[src/rtl/bit_serializer.sv]
// bit_serializer: parallel-to-serial feeder for the 1101 Moore sequence detector.
// A one-word holding buffer in front of the shift register lets back-to-back
// words stream with no idle bit between them. ser_out idles at 0 so the
// downstream detector is walked back toward its start state between words.
module bit_serializer #(
  parameter int WIDTH     = 8,
  parameter bit MSB_FIRST = 1'b1
) (
  input  logic             clk,
  input  logic             reset,
  input  logic [WIDTH-1:0] data_in,
  input  logic             data_valid,
  output logic             data_ready,
  output logic             ser_out,
  output logic             ser_valid,
  output logic             word_done,
  output logic             busy
);

  localparam int CW = (WIDTH > 1) ? $clog2(WIDTH) : 1;

  localparam logic [0:0]    IDLE     = 1'b0;
  localparam logic [0:0]    SHIFT    = 1'b1;
  localparam logic [CW-1:0] CNT_LAST = CW'(WIDTH - 1);
  localparam logic [CW-1:0] CNT_ONE  = CW'(1);
  localparam logic [CW-1:0] CNT_ZERO = {CW{1'b0}};

  logic [0:0]       state_r;
  logic [WIDTH-1:0] buf_r;
  logic             buf_full_r;
  logic [WIDTH-1:0] shreg_r;
  logic [CW-1:0]    cnt_r;
  logic             word_done_r;

  logic [0:0]       state_nxt_s;
  logic [WIDTH-1:0] buf_nxt_s;
  logic             buf_full_nxt_s;
  logic [WIDTH-1:0] shreg_nxt_s;
  logic [CW-1:0]    cnt_nxt_s;
  logic             word_done_nxt_s;
  logic             accept_s;
  logic             load_s;
  logic [WIDTH-1:0] shifted_s;
  logic             out_bit_s;

  // The buffer can take a word only while empty; ready never looks at data_valid.
  assign accept_s = data_valid & ~buf_full_r;

  // Shift one place toward the output end with zero fill, and pick the output bit.
  always_comb begin
    shifted_s = {WIDTH{1'b0}};
    out_bit_s = 1'b0;
    if (MSB_FIRST) begin
      shifted_s = {shreg_r[WIDTH-2:0], 1'b0};
      out_bit_s = shreg_r[WIDTH-1];
    end else begin
      shifted_s = {1'b0, shreg_r[WIDTH-1:1]};
      out_bit_s = shreg_r[0];
    end
  end

  // Next-state decode for the IDLE/SHIFT machine, shifter, counter and buffer.
  always_comb begin
    state_nxt_s     = state_r;
    shreg_nxt_s     = shreg_r;
    cnt_nxt_s       = cnt_r;
    load_s          = 1'b0;
    word_done_nxt_s = 1'b0;
    case (state_r)
      IDLE: begin
        if (buf_full_r) begin
          load_s      = 1'b1;
          state_nxt_s = SHIFT;
        end else begin
          state_nxt_s = IDLE;
        end
      end
      SHIFT: begin
        if (cnt_r == CNT_ZERO) begin
          if (buf_full_r) begin
            load_s      = 1'b1;
            state_nxt_s = SHIFT;
          end else begin
            // Shifting out the final bit leaves the register all zero.
            shreg_nxt_s = shifted_s;
            state_nxt_s = IDLE;
          end
        end else begin
          shreg_nxt_s     = shifted_s;
          cnt_nxt_s       = cnt_r - CNT_ONE;
          // The next cycle shows the last bit of this word.
          word_done_nxt_s = (cnt_r == CNT_ONE);
        end
      end
      default: begin
        state_nxt_s = IDLE;
        shreg_nxt_s = {WIDTH{1'b0}};
        cnt_nxt_s   = CNT_ZERO;
      end
    endcase
    if (load_s) begin
      shreg_nxt_s = buf_r;
      cnt_nxt_s   = CNT_LAST;
    end else begin
      cnt_nxt_s = cnt_nxt_s;
    end
  end

  // Holding buffer update; a new accept takes priority over emptying into the shifter.
  always_comb begin
    buf_nxt_s      = buf_r;
    buf_full_nxt_s = buf_full_r;
    if (accept_s) begin
      buf_nxt_s      = data_in;
      buf_full_nxt_s = 1'b1;
    end else if (load_s) begin
      buf_full_nxt_s = 1'b0;
    end else begin
      buf_full_nxt_s = buf_full_r;
    end
  end

  // State registers; reset discards both the buffered and the shifting word.
  always_ff @(posedge clk or negedge reset) begin
    if (!reset) begin
      state_r     <= IDLE;
      buf_r       <= {WIDTH{1'b0}};
      buf_full_r  <= 1'b0;
      shreg_r     <= {WIDTH{1'b0}};
      cnt_r       <= CNT_ZERO;
      word_done_r <= 1'b0;
    end else begin
      state_r     <= state_nxt_s;
      buf_r       <= buf_nxt_s;
      buf_full_r  <= buf_full_nxt_s;
      shreg_r     <= shreg_nxt_s;
      cnt_r       <= cnt_nxt_s;
      word_done_r <= word_done_nxt_s;
    end
  end

  assign data_ready = ~buf_full_r;
  assign ser_valid  = (state_r == SHIFT);
  assign ser_out    = (state_r == SHIFT) & out_bit_s;
  assign word_done  = word_done_r;
  assign busy       = (state_r == SHIFT) | buf_full_r;

endmodule

[config.mk]
export PLATFORM = sky130hd
export DESIGN_NAME = bit_serializer
export DESIGN_NICKNAME = d
export VERILOG_FILES = /design/src/rtl/bit_serializer.sv
export SDC_FILE = /design/constraint.sdc
export NUM_CORES = 1
export LEC_CHECK = 0
export ABC_AREA = 1
export BUFFER_PORTS_ARGS = -buffer_cell sky130_fd_sc_hd__buf_2
export CAP_MARGIN = 20
export CORE_UTILIZATION = 58
export CTS_CLUSTER_SIZE = 25
export DETAILED_ROUTE_END_ITERATION = 10
export PLACE_DENSITY = 0.77
export SYNTH_ARGS = -nofsm -noshare
export SYNTH_HDL_FRONTEND = slang
export SYNTH_SLANG_ARGS = --single-unit
[constraint.sdc]
create_clock -name clk -period 3.2 [get_ports clk]
set_input_delay 0.64 -clock clk [delete_from_list [all_inputs] [get_ports clk]]
set_output_delay 0.64 -clock clk [all_outputs]
set_load 0.02 [all_outputs]
==> results of run 1 <==
==> worst register-to-register path, stage by stage (launching register included) <==
cell,delay [ns]
dfrtp_1,0.38
inv_1,0.13
ha_1,0.18
nand2_1,0.08
nand2_2,0.22
nand2_2,0.18
o21ai_0,0.19
==> kinds of logic after synthesis <==
logic type	Yosys count	synth area share (%)
and+or+nand+nor	73	31.7
DFF	22	52.0
buffers and inverters	21	10.0
AOI/OAI and AO/OA	5	2.72
adders and majority gates	3	3.55
==> layout make-up <==
type	instances	area [um^2]	share of cell area [%]
Sequential cell	22	551	48.2
Multi-Input combinational cell	81	402	35.2
Timing Repair Buffer	15	75.1	6.58
Inverter	16	60.1	5.26
Tap cell	25	31.3	2.74
Clock buffer	3	22.5	1.97
==> state kept, by name, indices dropped and copies added, names as in the netlist <==
signal / cells
word_done: 1
ser_valid: 1
buf_full_r: 1
cnt_r: 3
shreg_r: 8
buf_r: 8
==> worst paths after layout <==
check,to,depth (start not counted)
worst max-delay path,data_ready,2
worst min-delay path,cnt_r[2]$_DFFE_PN0P_,1
worst max register to register,shreg_r[0]$_DFFE_PN0P_,6
worst min register to register,buf_r[6]$_DFFE_PN0P_,2
max in group asynchronous,shreg_r[3]$_DFFE_PN0P_,1
min in group clk,buf_r[6]$_DFFE_PN0P_,2
==> through the flow <==
step / cells / cell area [um^2]
floorplan: 124 / 1060
global placement: 159 / 1120
detailed placement: 159 / 1120
CTS: 162 / 1140
global route: 162 / 1140
finish: 162 / 1140
==> where the power goes <==
part / internal [uW] / switching (uW) / leakage (uW)
registers: 395 / 77.2 / 0.000273
clock network: 43.9 / 77.2 / 0.0000138
logic: 138 / 256 / 0.000320
total: 577 / 411 / 0.000607
==> layer usage <==
| layer | vias up | part of all wire (%) | wire length, um |
|---|---|---|---|
| li1 | 412 | - | - |
| met1 | 344 | 50 | 825 |
| met2 | 21 | 44 | 732 |
| met3 | 5 | 3.8 | 63 |
| met4 | 0 | 1.9 | 32 |
| met5 | - | 0 | 0 |
==> cell usage in the layout, fill, tap and decap left out <==
cell and n:
a21oi_1 2, buf_2 15, clkbuf_4 3, dfrtp_1 22, ha_1 3, inv_1 16
nand2_1 36, nand2_2 3, nand3_1 20, nand3_2 2, nand3b_1 1, nand4_1 1
nor2_1 8, nor2_2 1, nor2_4 1, o21ai_0 2, o21ai_2 1
==> summary.md, run 1 <==
| Metric | Value |
|---|---|
| DRC | 0 |
| RR Startpoint | cnt_r[1]$_DFFE_PN0P_ |
| Core ar. | 0.00173 mm^2 |
| Worst Hold Class | input pin to async pin |
| Die footprint | 0.00200 mm^2 |
| Slew Viols, Final | 0 |
| GPL Wtd Cong | 0.755 |
| Vias in the first global route | 635 |
| Fin Clk Skew | 0.00152 ns |
| GRT Residual Overflow | 0 |
| Final wirelength | 1660 um |
| Synth cell types | 18 |
| Max clock buf depth | 2 |
| Detailed Routing Iterations Pass 1 | 4 |
| CP required | 2.56 ns |
| Crit end category | output port |
| Setup ws final | 1.15 ns |
| FF-to-FF setup slack | 1.78 ns |
| Die Wd | 44.7 um |
| Share of cells above drive strength 1 | 19.0% |
| Cell taking the most area after synthesis | dfrtp_1 |
| Top FF cell, synth | dfrtp_1 |
| Worst path max stage delay | 0.52 ns |
| Buffers & Inverters on Critical Path | 2 |
| Routed Antenna Nets | 0 |
| CP startpoint | buf_full_r$_DFFE_PN0P_ |
| Drt initial violations | 20 |
| Setup TNS | 0 ns |
| Synth top area cells | dfrtp_1 52%, nand2_1 13%, nand3_1 9.5% |
| Mean Syn Cell Area | 8.54 um^2 |
| Worst-path maximum fanout | 12 |
| # nets final | 153 |
| Hold-fix buffers at CTS | 0 |
| Clock tree root buffer cell | clkbuf_4 |
| Most frequent cell after synthesis | nand2_1 |
| Initial core utilization | 61.3% |
| Post-CTS setup buffer count | 0 |
| Critical Path, Cell by Cell | inv_1, buf_2 |
| Rel. slew slack | 69.0% |
| Die Ht | 44.7 um |
| Max cap viols | 0 |
| Final hold vios | 0 |
| Min cycle time layout | 2.05 ns |
| Boundary pin count | 16 |
| Depth of the CTS H-tree | 1 |
| Asr flop ratio synth | 100% |
| Tcrit/Tclk final | 64.0% |
| Worst setup path category | flop to output port |
| Port bufs | 15 |
| Initial antenna violation count | 0 |
| GR Layer Usage met2 | 28.5% |
| Slowest-stage cell, CP | dfrtp_1 |
| Fmax | 489 MHz |
| Element type at the critical path start | flop |
| Arrival time worst endpoint | 1.41 ns |
| First-pass GRT wire length | 2750 um |
| GRT Max-Usage Layer | met2 |
| Final core utilization | 66.1% |
| N_diodes | 0 |
| CTS buffer count | 3 |
| Wire per inst | 10.2 um |
| Synth Instances | 124 |
| Slew of the pin with the lowest slew margin | 0.466 ns |
| Max VDD drop | 0.517 mV |
| Detailed Place HPWL | 1240 um |
| Vias/cell | 4.83 |
| Seq/Total Area, Yosys | 52.0% |
| Pwr dens | 865 mW/mm^2 |
| # rows | 15 |
| Pre-CTS setup slack | 1.50 ns |
| EDFF count, synth | 0 |
| Final setup fails | 0 |
| #FFs+latches synth | 22 |
| TritonCTS clock tree | done |
| Total Power | 988 uW |
| RSZ-0062 raised after global routing | false |
| Status | completed |
| # resized after CTS | 0 |
| GRT Util Overall | 19.2% |
| Number of fill cells | 141 |
| Clock sink total | 22 |
| Synth top cells by count | 36 x nand2_1, 22 x dfrtp_1, 20 x nand3_1 |
| Worst-path clk slew | 0.11 ns |
| Syn. warnings | 0 |
| Met1 Use GR | 28.3% |
| Netlist Area Pre-Place | 0.00106 mm^2 |
| Syn Nets | 138 |
| DR vias | 782 |
| Largest net degree at the start of global routing | 23 |
| GR Util met3 | 2.40% |
| Share of the synthesized area in the top cell type | 52.0% |
| Crit path max-delay family | buffers and inverters |
| Hold Slack | 0.273 ns |
| Clock Latency Late Sink | 0.30 ns |
| Leakage | 0.000607 uW |
| Area grow syn2layout | 7.80% |
Note: power is estimated with default switching activity, not from simulation.
==> run 2: changes to the inputs <==
- CORE_UTILIZATION: 58 -> 54
- PLACE_DENSITY: 0.77 -> 0.72
- clock period: 3.2 -> 1.95 ns (I/O delays scaled with it)
==> run 2 against run 1 <==
Via count shrank 1.7%. Clock skew grew 0.0029 ns. Combinational power grew 65%. Cell area grew 0.66%. First-iteration DRC count shrank 30%. Critical path depth is the same. Global-route usage grew 0.082 points. Final cell count grew 0.62%. Routed wire length grew 4.5%.
==> summary.md, run 2 (synthesis gave the netlist of run 1 again) <==
| Metric | Value |
|---|---|
| Status | completed (unchanged) |
| CTS buffer count | 3 (unchanged) |
| Worst setup path category | flop to output port (unchanged) |
| Final hold vios | 0 (unchanged) |
| Detailed Place HPWL | 1280 um (was 1240 um) |
| CP required | 1.56 ns (was 2.56 ns) |
| Final instance area | 0.00115 mm^2 (was 0.00114 mm^2) |
| Pwr dens | 1420 mW/mm^2 (was 865 mW/mm^2) |
| Arrival time worst endpoint | 1.40 ns (was 1.41 ns) |
| GRT Residual Overflow | 0 (unchanged) |
| Depth of the CTS H-tree | 1 (unchanged) |
| # rows | 15 (unchanged) |
| Slowest-stage cell, CP | dfrtp_1 (unchanged) |
| Port bufs | 15 (unchanged) |
| GRT Util Overall | 19.3% (was 19.2%) |
| Final wirelength | 1730 um (was 1660 um) |
| Max cap viols | 0 (unchanged) |
| Tcrit/Tclk final | 91.7% |
| Area after DPL | 0.00113 mm^2 (was 0.00112 mm^2) |
| DRC | 0 (unchanged) |
| Max VDD drop | 0.754 mV (was 0.517 mV) |
| RSZ-0062 raised after global routing | false (unchanged) |
| Crit path max-delay family | buffers and inverters (unchanged) |
| Setup TNS | 0 ns (unchanged) |
| Slew of the pin with the lowest slew margin | 0.471 ns (was 0.466 ns) |
| Clock Latency Late Sink | 0.30 ns (about the same) |
| Worst-path maximum fanout | 12 (unchanged) |
| Routed Antenna Nets | 0 (unchanged) |
| Final core utilization | 64.4% (was 66.1%) |
| Fmax | 559 MHz |
| Die Ht | 46.3 um (was 44.7 um) |
| Vias in the first global route | 683 (was 635) |
| Clock tree root buffer cell | clkbuf_4 (unchanged) |
| Max clock buf depth | 2 (unchanged) |
| # resized after CTS | 0 (unchanged) |
| Largest net degree at the start of global routing | 23 (unchanged) |
| Die Wd | 46.3 um (was 44.7 um) |
| GPL Wtd Cong | 0.761 (was 0.755) |
| Vias/cell | 4.72 (was 4.83) |
| Die footprint | 0.00214 mm^2 (was 0.00200 mm^2) |
| Hold-fix buffers at CTS | 0 (unchanged) |
| Worst Hold Class | input pin to async pin (unchanged) |
| Detailed Routing Iterations Pass 1 | 4 (unchanged) |
| Boundary pin count | 16 (unchanged) |
| Most frequent cells in the layout | 36 x nand2_1, 22 x dfrtp_1, 20 x nand3_1 (unchanged) |
| Core ar. | 0.00178 mm^2 (was 0.00173 mm^2) |
| Buffers & Inverters on Critical Path | 2 (unchanged) |
| Final setup fails | 0 (unchanged) |
| Leakage | 0.000612 uW (was 0.000607 uW) |
| First-pass GRT wire length | 2860 um (was 2750 um) |
| Element type at the critical path start | flop (unchanged) |
| Wire per inst | 10.6 um (was 10.2 um) |
| Worst-path clk slew | 0.11 ns (about the same) |
| # nets final | 154 (was 153) |
| N_diodes | 0 (unchanged) |
| Critical Path, Cell by Cell | inv_1, buf_2 (unchanged) |
| Commonest non-fill, non-tap cell in the layout | nand2_1 (unchanged) |
| TritonCTS clock tree | done (unchanged) |
| Drt initial violations | 14 (was 20) |
| Min cycle time layout | 1.79 ns |
| Worst path max stage delay | 0.52 ns (about the same) |
| Area grow syn2layout | 8.51% (was 7.80%) |
| Slew Viols, Final | 0 (unchanged) |
| Initial antenna violation count | 0 (unchanged) |
| Initial core utilization | 59.4% (was 61.3%) |
| Rel. slew slack | 68.6% (was 69.0%) |
| DR vias | 769 (was 782) |
| Share of cells above drive strength 1 | 19.6% (was 19.0%) |
| Fin Clk Skew | 0.00446 ns (was 0.00152 ns) |
| Post-CTS setup buffer count | 0 (unchanged) |
| Number of fill cells | 156 (was 141) |
| Regs by FF count | buf_r (8), shreg_r (8), cnt_r (3) (unchanged) |
| Clock sink total | 22 (unchanged) |
| Crit end category | output port (unchanged) |
-- run 2: cell count changes in the layout (fill, tap and decap cells not counted), sizes merged --
cell / delta
buf: +1
-- run 2: area by class of cell --
cell class	instances	area [um^2]	area share [%]
inverter	16	60.1	5.23
tap	25	31.3	2.72
multi-input combinational	81	402	35.0
timing repair buffer	16	82.6	7.19
sequential	22	551	47.9
clock buffer	3	22.5	1.96
-- run 2: final timing paths --
path                                   startpoint                endpoint  slack, ns  cells after the start
min                                         reset  shreg_r[5]$_DFFE_PN0P_       0.03                      1
min reg2reg                  buf_r[7]$_DFFE_PN0P_    buf_r[7]$_DFFE_PN0P_       0.49                      2
max                        buf_full_r$_DFFE_PN0P_              data_ready       0.16                      2
max reg2reg                  cnt_r[0]$_DFFE_PN0P_  shreg_r[7]$_DFFE_PN0P_       0.49                      7
min in group clk                       data_in[1]    buf_r[1]$_DFFE_PN0P_       0.31                      3
max in group asynchronous                   reset     ser_valid$_DFF_PN0_       1.60                      1
-- run 2: per-stage QoR --
step	power [uW]	instances	hold slack (ns)	worst slack, ns
final	1630	163	0.0257	0.161
after global routing	1800	163	0.0411	0.0499
after CTS	1650	163	0.0391	0.156
after detailed placement	1450	160	0.374	0.505
after global placement	1410	160	0.374	0.528
after floorplan	1340	124	0.0944	0.607
-- run 2: per-layer routing --
layer | global-route usage [%] | wire [um] | vias up
met5 | 0 | 0 | -
li1 | - | - | 414
met1 | 25.4 | 857 | 330
met2 | 29.0 | 766 | 21
met4 | 10.6 | 38 | 0
met3 | 4.71 | 68 | 4
-- run 2: power breakdown --
part           leakage, uW  internal, uW  total [uW]  switching (uW)
Sequential        0.000273           649         785             136
Clock            0.0000138          72.0         195             123
Combinational     0.000325           229         652             423
Total             0.000612           950        1630             682
-- run 2: worst reg2reg max path, stage by stage (launching register included) --
cell	delay, ns
dfrtp_1	0.40
inv_1	0.12
ha_1	0.16
nand2_1	0.08
nand2_2	0.23
nand2_2	0.19
nand2_1	0.11
nand3_1	0.07
==> run 3: changes to the inputs <==
- CORE_UTILIZATION: 54 -> 45
- PLACE_DENSITY: 0.72 -> 0.61
==> run 3 against run 2 <==
Final cell count rose by 1.8%. Worst setup slack better by 0.0046 ns. Core utilization shrank 12 points. First-iteration DRC count rose by 86%. Cell area up 0.33%. Sequential share of layout area decreased by 0.16 points. Clock power about the same. Register-to-register slack improved by 0.02 ns. Worst hold slack improved by 0.011 ns. Clock-buffer cell count did not move. Via count is 4.9% higher. Highest routed layer unchanged.
==> summary.md, run 3 (synthesis gave the netlist of run 1 again) <==
| Metric | Value |
|---|---|
| TritonCTS clock tree | done (unchanged) |
| First-pass GRT wire length | 3190 um (was 2860 um) |
| Final hold vios | 0 (unchanged) |
| Reg2Reg Depth | 7 (unchanged) |
| GRT Residual Overflow | 0 (unchanged) |
| Top Metal Used | met4 (unchanged) |
| Max clock buf depth | 2 (unchanged) |
| Hold-fix buffers at CTS | 0 (unchanged) |
| Worst setup path category | flop to output port (unchanged) |
| GRT Util Overall | 16.9% (was 19.3%) |
| Vias in the first global route | 735 (was 683) |
| Pwr dens | 1410 mW/mm^2 (was 1420 mW/mm^2) |
| Largest net degree at the start of global routing | 23 (unchanged) |
| R2r endpoint | shreg_r[1]$_DFFE_PN0P_ (was shreg_r[7]$_DFFE_PN0P_) |
| Post-CTS setup buffer count | 0 (unchanged) |
| Met2 Wirelength | 769 um (was 766 um) |
| Detailed Routing Iterations Pass 1 | 4 (unchanged) |
| # nets final | 154 (unchanged) |
| Min cycle time layout | 1.78 ns (was 1.79 ns) |
| Drt initial violations | 26 (was 14) |
| Worst-path maximum fanout | 12 (unchanged) |
| Detailed Place HPWL | 1300 um (was 1280 um) |
| Storage cell area | 551 um^2 (unchanged) |
| Rel. slew slack | 67.6% (was 68.6%) |
| Slew Viols, Final | 0 (unchanged) |
| Die Ht | 50.5 um (was 46.3 um) |
| Arrival time worst endpoint | 1.39 ns (was 1.40 ns) |
| CTS buffer count | 3 (unchanged) |
| DRC | 0 (unchanged) |
| Share of cells above drive strength 1 | 19.6% (unchanged) |
| GPL Wtd Cong | 0.688 (was 0.761) |
| Final non-filler cell total | 166 (was 163) |
| Depth of the CTS H-tree | 1 (unchanged) |
| Initial core utilization | 47.9% (was 59.4%) |
| Most frequent cells in the layout | 36 x nand2_1, 22 x dfrtp_1, 20 x nand3_1 (unchanged) |
| RSZ-0062 raised after global routing | false (unchanged) |
| Clock sink total | 22 (unchanged) |
| Routed Antenna Nets | 0 (unchanged) |
| Leakage | 0.000612 uW (unchanged) |
| DR vias | 807 (was 769) |
| Crit end category | output port (unchanged) |
| Initial antenna violation count | 0 (unchanged) |
| Status | completed (unchanged) |
| N_diodes | 0 (unchanged) |
| Number of fill cells | 226 (was 156) |
| Fmax | 561 MHz (was 559 MHz) |
| WL met3 | 61 um (was 68 um) |
| M1 WL | 899 um (was 857 um) |
| Max cap viols | 0 (unchanged) |
| Multi-input gate area | 402 um^2 (unchanged) |
| Worst Hold Class | input pin to async pin (unchanged) |
| RR Startpoint | cnt_r[1]$_DFFE_PN0P_ (was cnt_r[0]$_DFFE_PN0P_) |
| Setup TNS | 0 ns (unchanged) |
| Vias/cell | 4.86 (was 4.72) |
| Regs by FF count | buf_r (8), shreg_r (8), cnt_r (3) (unchanged) |
| Die Wd | 50.5 um (was 46.3 um) |
| # resized after CTS | 0 (unchanged) |
| Clock tree root buffer cell | clkbuf_4 (unchanged) |
| Fin Clk Skew | 0.00694 ns (was 0.00446 ns) |
| Tcrit/Tclk final | 91.5% (was 91.7%) |
| FF-to-FF setup slack | 0.51 ns (was 0.49 ns) |
| Core ar. | 0.00221 mm^2 (was 0.00178 mm^2) |
| Boundary pin count | 16 (unchanged) |
| Worst-path clk slew | 0.11 ns (about the same) |
| Area grow syn2layout | 8.87% (was 8.51%) |
| Final setup fails | 0 (unchanged) |
| Element type at the critical path start | flop (unchanged) |
| Commonest non-fill, non-tap cell in the layout | nand2_1 (unchanged) |
| Port bufs | 15 (unchanged) |
| Max VDD drop | 0.757 mV (was 0.754 mV) |
| Slew of the pin with the lowest slew margin | 0.486 ns (was 0.471 ns) |
| Die footprint | 0.00255 mm^2 (was 0.00214 mm^2) |
| Final wirelength | 1740 um (was 1730 um) |
| Dpl cells | 163 (was 160) |
| Wire per inst | 10.5 um (was 10.6 um) |
| # rows | 17 (was 15) |
| CP required | 1.56 ns (about the same) |
| Clock Latency Late Sink | 0.29 ns (was 0.30 ns) |
-- run 3: worst max path at each step --
stage | startpoint | endpoint | slack, ns | cells after the start
2_1_floorplan | ser_valid$_DFF_PN0_ | busy | 0.61 | 3
3_3_place_gp | buf_full_r$_DFFE_PN0P_ | data_ready | 0.52 | 2
3_5_place_dp | buf_full_r$_DFFE_PN0P_ | data_ready | 0.50 | 2
4_1_cts | buf_full_r$_DFFE_PN0P_ | data_ready | 0.15 | 2
5_1_grt | buf_full_r$_DFFE_PN0P_ | data_ready | 0.07 | 2
6_report | buf_full_r$_DFFE_PN0P_ | data_ready | 0.17 | 2
-- run 3: cell type report --
cell class,instances,area share [%]
Clock buffer,3,1.95
Inverter,16,5.21
Multi-Input combinational cell,81,34.9
Sequential cell,22,47.8
Tap cell,28,3.04
Timing Repair Buffer,16,7.17
-- run 3: power breakdown --
part / switching, uW / internal, uW
Sequential: 129 / 648
Clock: 122 / 71.7
Combinational: 423 / 229
-- run 3: per-layer routing --
layer / global-route usage (%) / vias up
li1: - / 414
met1: 23.0 / 375
met2: 26.9 / 16
met3: 3.64 / 2
met4: 5.56 / 0
met5: 0 / -
-- run 3: stage by stage --
step	setup slack, ns	hold slack [ns]	util (%)	instance area (um^2)	power, uW
final	0.166	0.0364	52.1	1150	1620
after global placement	0.520	0.380	51.1	1130	1420
after global routing	0.0723	0.0618	52.1	1150	1790
after detailed placement	0.497	0.383	51.1	1130	1450
after floorplan	0.607	0.0944	-	1060	1340
after CTS	0.153	0.0556	52.1	1150	1640
-- run 3: critical path, stage by stage, from the launching register on --
cell     delay [ns]
dfrtp_1        0.52
inv_1          0.35
buf_2          0.24
